### src/rtl/ps2_host_tx.sv
// PS/2 host-to-device command transmitter with open-drain pad enables.
// Optional device watchdog is built when PS2_HOST_TX_TIMEOUT_EN is defined.
`timescale 1ns/1ps
module ps2_host_tx #(
  parameter int INHIBIT_CYCLES = 6500,
  parameter int TIMEOUT_CYCLES = 975000
) (
  input  logic       clk,
  input  logic       rst,
  input  logic [7:0] tx_data,
  input  logic       tx_start,
  output logic       tx_busy,
  output logic       tx_done,
  output logic       tx_err,
  input  logic       ps2_clk_i,
  input  logic       ps2_data_i,
  output logic       ps2_clk_oe,
  output logic       ps2_data_oe
);

  localparam int IW = (INHIBIT_CYCLES > 1) ? $clog2(INHIBIT_CYCLES) : 1;

  typedef enum logic [2:0] {
    S_IDLE, S_INHIBIT, S_REQ, S_ACK, S_WAIT_IDLE, S_DONE
  } state_t;

  state_t          state_q, state_d;
  logic [1:0]      kclk_sync_q, kdat_sync_q;
  logic            kclk_prev_q;
  logic [9:0]      frame_q, frame_d;
  logic [3:0]      bit_idx_q, bit_idx_d;
  logic [IW-1:0]   inh_cnt_q, inh_cnt_d;
  logic            err_q, err_d;
  logic            kclk_s, kdat_s, fe, timeout, waiting;

  assign kclk_s  = kclk_sync_q[1];
  assign kdat_s  = kdat_sync_q[1];
  assign fe      = kclk_prev_q & ~kclk_s;
  assign waiting = (state_q == S_REQ) || (state_q == S_ACK) || (state_q == S_WAIT_IDLE);

`ifdef PS2_HOST_TX_TIMEOUT_EN
  localparam int TW = $clog2(TIMEOUT_CYCLES + 1);
  logic [TW-1:0] to_cnt_q, to_cnt_d;

  // Reloads on every state change and device clock edge, so it measures edge-to-edge gaps.
  always_comb begin
    to_cnt_d = to_cnt_q;
    if ((state_d != state_q) || fe)
      to_cnt_d = TW'(TIMEOUT_CYCLES);
    else if (to_cnt_q != '0)
      to_cnt_d = to_cnt_q - 1'b1;
  end

  always_ff @(posedge clk or negedge rst) begin
    if (!rst) to_cnt_q <= '0;
    else      to_cnt_q <= to_cnt_d;
  end

  assign timeout = waiting && (to_cnt_q == '0);
`else
  assign timeout = 1'b0;
`endif

  always_comb begin
    state_d     = state_q;
    frame_d     = frame_q;
    bit_idx_d   = bit_idx_q;
    inh_cnt_d   = inh_cnt_q;
    err_d       = err_q;
    ps2_clk_oe  = 1'b0;
    ps2_data_oe = 1'b0;
    case (state_q)
      S_IDLE: begin
        if (tx_start) begin
          frame_d   = {~^tx_data, tx_data, 1'b0};
          bit_idx_d = 4'd0;
          inh_cnt_d = IW'(INHIBIT_CYCLES - 1);
          err_d     = 1'b0;
          state_d   = S_INHIBIT;
        end
      end
      S_INHIBIT: begin
        ps2_clk_oe = 1'b1;
        if (inh_cnt_q == '0) begin
          bit_idx_d = 4'd0;
          state_d   = S_REQ;
        end else begin
          inh_cnt_d = inh_cnt_q - 1'b1;
        end
      end
      S_REQ: begin
        ps2_data_oe = ~frame_q[0];
        if (timeout) begin
          ps2_data_oe = 1'b0;
          err_d       = 1'b1;
          state_d     = S_DONE;
        end else if (fe) begin
          frame_d   = {1'b1, frame_q[9:1]};
          bit_idx_d = bit_idx_q + 4'd1;
          // The tenth edge is the stop bit: release data and await the device ACK.
          if (bit_idx_q == 4'd9) state_d = S_ACK;
        end
      end
      S_ACK: begin
        if (timeout) begin
          err_d   = 1'b1;
          state_d = S_DONE;
        end else if (fe) begin
          err_d   = kdat_s;
          state_d = S_WAIT_IDLE;
        end
      end
      S_WAIT_IDLE: begin
        if (timeout) begin
          err_d   = 1'b1;
          state_d = S_DONE;
        end else if (kclk_s && kdat_s) begin
          state_d = S_DONE;
        end
      end
      S_DONE:  state_d = S_IDLE;
      default: state_d = S_IDLE;
    endcase
  end

  assign tx_busy = (state_q != S_IDLE);
  assign tx_done = (state_q == S_DONE);
  assign tx_err  = (state_q == S_DONE) && err_q;

  // Synchronizers reset to the idle-high bus level so reset never fakes a falling edge.
  always_ff @(posedge clk or negedge rst) begin
    if (!rst) begin
      kclk_sync_q <= 2'b11;
      kdat_sync_q <= 2'b11;
      kclk_prev_q <= 1'b1;
      state_q     <= S_IDLE;
      frame_q     <= '0;
      bit_idx_q   <= '0;
      inh_cnt_q   <= '0;
      err_q       <= 1'b0;
    end else begin
      kclk_sync_q <= {kclk_sync_q[0], ps2_clk_i};
      kdat_sync_q <= {kdat_sync_q[0], ps2_data_i};
      kclk_prev_q <= kclk_s;
      state_q     <= state_d;
      frame_q     <= frame_d;
      bit_idx_q   <= bit_idx_d;
      inh_cnt_q   <= inh_cnt_d;
      err_q       <= err_d;
    end
  end

endmodule

### config.mk
export PLATFORM = sky130hd
export DESIGN_NAME = ps2_host_tx
export DESIGN_NICKNAME = d
export VERILOG_FILES = /design/src/rtl/ps2_host_tx.sv
export SDC_FILE = /design/constraint.sdc
export NUM_CORES = 1
export LEC_CHECK = 0
export BUFFER_PORTS_ARGS = -buffer_cell sky130_fd_sc_hd__buf_2
export CAP_MARGIN = 20
export CORE_ASPECT_RATIO = 1.2
export CORE_MARGIN = 4
export CORE_UTILIZATION = 30
export CTS_CLUSTER_DIAMETER = 150
export DETAILED_ROUTE_END_ITERATION = 10
export GPL_ROUTABILITY_DRIVEN = 0
export GPL_TIMING_DRIVEN = 0
export PLACE_DENSITY_LB_ADDON = 0.1
export SETUP_SLACK_MARGIN = 0.3
export SKIP_CTS_REPAIR_TIMING = 1
export SYNTH_ARGS = -nofsm -noshare
export SYNTH_HDL_FRONTEND = slang
export SYNTH_SLANG_ARGS = --single-unit
### constraint.sdc
create_clock -name clk -period 4.4 [get_ports clk]
set_input_delay 1.1 -clock clk [delete_from_list [all_inputs] [get_ports clk]]
set_output_delay 1.1 -clock clk [all_outputs]
set_load 0.02 [all_outputs]
==> metrics.yaml <==
pwr:
  swShare: 0.4044
  clockPowerShare: 0.183
  combPwrFrac: 0.416
  p_int_uw: 812.6
  switching_power_uw: 551.6
  seq_power_share: 0.401
  ir_drop_uv: 223.0
  p_leak_nw: 0.9169
  power_density_nw_per_um2: 594.2
  total_power_mw: 1.364
floorplan:
  core_um2: 6446
  die_width_um: 82.64
  die_area_um2: 8063
  die_h_um: 97.57
  ioPinCount: 18
  rows: 32
  start_util: 0.3111
yosys:
  synth_area_per_cell_um2: 9.978
  ys.flop_type: "dfrtp_1"
  synthArstFlopShare: 1.000
  seq_area_frac_synth: 0.4523
  ys_warn_count: 0
  synth_seq_cells: 36
  synth_edf_count: 0
  synth.distinct_cells: 44
  synth_cells: 201
  synth_area_um2: 2006
  synth_fp_nets: 218
clock_network:
  htree_num_levels: 2
  clk_pin_slew_worst_paths_ns: 0.07
  cts_tree: "done"
  insertion_delay_ns: 0.29
  clockBufferDepth: 2
  cts.sinks: 36
  cts_made_buffers: 5
  cts-root-buf: "clkbuf_8"
timing:
  report.final.hold_viol_count: 0
  setup_viol_count_final: 0
  tns_ns: 0
  skew_ns: 0.01034
  finalMaxSlewViolations: 0
  relSlewSlack: 0.4076
  period_minus_slack_ns: 3.212
  rsz0062_at_grt: "no"
  max_freq_mhz: 311.4
  worstMarginPinSlew_ns: 0.8812
  fin_crit_sh: 0.7299
grt:
  grt_pass1_vias: 1605
  antenna_found_initial: 0
  grt_start_max_net_pins: 37
  grt_usage: 0.1232
  grt_pass1_wl_um: 7721
  overflow: 0
run_status:
  status: "finished, final reports clean"
setup_path:
  worstSetupPathType: "reg2out"
  slowest_delay_ns: 0.42
  cp-start-kind: "flip-flop"
  worst-path-max-fanout: 10
  cp.arrival_ns: 2.11
  cp-end-kind: "primary output"
  critPathRequiredTime_ns: 3.30
  path_cells: "clkbuf_1 -> clkbuf_1 -> nor2_1 -> and2_1 -> buf_2 -> nor2b_1 -> buf_2"
  slowest_stage: "clkbuf_1"
  cp_num_buf_inv: 4
  critPathTopFamily: "buffers and inverters"
finish:
  final_cell_mix: "dfrtp_1 (31), buf_2 (18), nand2_1 (16), o21ai_0 (14), mux2i_1 (11)"
  layout.nets: 242
  final_cells: 311
  synthToLayoutAreaGrowth_pct: 14.47
  final_common_cell: "dfrtp_1"
  nFillCells: 659
  drive_gt1_frac: 0.1947
  num_antenna_cells: 0
placement:
  dp_hpwl_um: 3155
  dp_cells: 303
  portBuffers: 17
detailed_routing:
  drt_wl_total_um: 4492
  routedWlPerCell_um: 14.44
  ant_nets: 0
  detailroute.via_count: 1568
  remaining_drc_errors: 0
  via_per_inst: 5.042
  drtIter0Drc: 45
  drt-pass1-iter-count: 4
hold_path:
  holdCritPathClass: "reg2reg"
run:
  maxCapViolCount: 0
-- synth_stat cells (all sizes together), types with 6 or more instances --
cell type,instances,share of area
xnor2,6,0.026
or3,6,0.019
nand2,16,0.030
nor2,10,0.019
nor4,6,0.041
or4,8,0.034
dfrtp,31,0.39
a21oi,9,0.022
mux2i,11,0.055
clkbuf,7,0.013
inv,7,0.013
o21ai,18,0.045
-- through the flow --
stage	area (um^2)	setup WS, ns	utilization	hold WS, ns
4_1_cts	2296	1.161	0.3562	0.3594
6_report	2296	1.188	0.3562	0.3572
3_3_place_gp	2197	1.377	0.3408	0.3469
3_5_place_dp	2203	1.487	0.3418	0.3485
5_1_grt	2296	0.9859	0.3562	0.3615
2_1_floorplan	2006	1.685	-	0.3452
-- state kept, by name, indices dropped and copies added (netlist names) --
name / cells
state_q: 3
kclk_prev_q: 1
err_q: 1
frame_q: 10
bit_idx_q: 4
kclk_sync_q: 2
kdat_sync_q: 2
inh_cnt_q: 13
-- power by group through the flow --
stage          clock (mW)  sequential [mW]  combinational (mW)
2_1_floorplan           0            0.525               0.442
3_3_place_gp            0            0.553               0.576
3_5_place_dp            0            0.551               0.579
4_1_cts             0.261            0.548               0.579
5_1_grt             0.279            0.566               0.648
6_report            0.250            0.547               0.567
-- per-layer routing --
metal	share of wire	up-vias	track usage
li1	-	783	-
met1	0.47	760	0.1664
met2	0.48	18	0.1870
met3	0.031	7	0.03340
met4	0.013	0	0.04277
met5	0	-	0
-- final cells by class --
cell class                 count  area (um^2)  share of cell area
multi-input combinational    149         1036              0.4512
sequential                    36        907.1              0.3951
tap                           85        106.4             0.04632
timing repair buffer          17        85.08             0.03706
clock buffer                   6        82.58             0.03597
buffer                         9        42.54             0.01853
inverter                       7        26.28             0.01144
clock inverter                 2        10.01            0.004360
-- path summary, 6_finish.rpt --
check	startpoint	end	slack, ns	cells after the start
setup / recovery	state_q[0]$_DFFE_PN0P_	ps2_data_oe	1.19	7
hold / removal	kclk_sync_q[0]$_DFF_PN1_	kclk_sync_q[1]$_DFF_PN1_	0.36	0
setup reg to reg	inh_cnt_q[1]$_DFFE_PN0P_	inh_cnt_q[0]$_DFFE_PN0P_	2.16	6
hold reg to reg	kclk_sync_q[0]$_DFF_PN1_	kclk_sync_q[1]$_DFF_PN1_	0.36	0
max in group asynchronous	rst	state_q[0]$_DFFE_PN0P_	2.95	1
min in group asynchronous	rst	inh_cnt_q[6]$_DFFE_PN0P_	0.90	1
-- logic make-up after synthesis --
kind of cell / Yosys count / synth area share
fa+ha+maj: 4 / 0.02495
compound gates: 47 / 0.1466
xor+xnor: 7 / 0.03057
flops: 36 / 0.4523
simple gates: 78 / 0.2452
mux: 13 / 0.06613
buf+inv: 16 / 0.03431
Note: power is estimated with default switching activity, not from simulation.
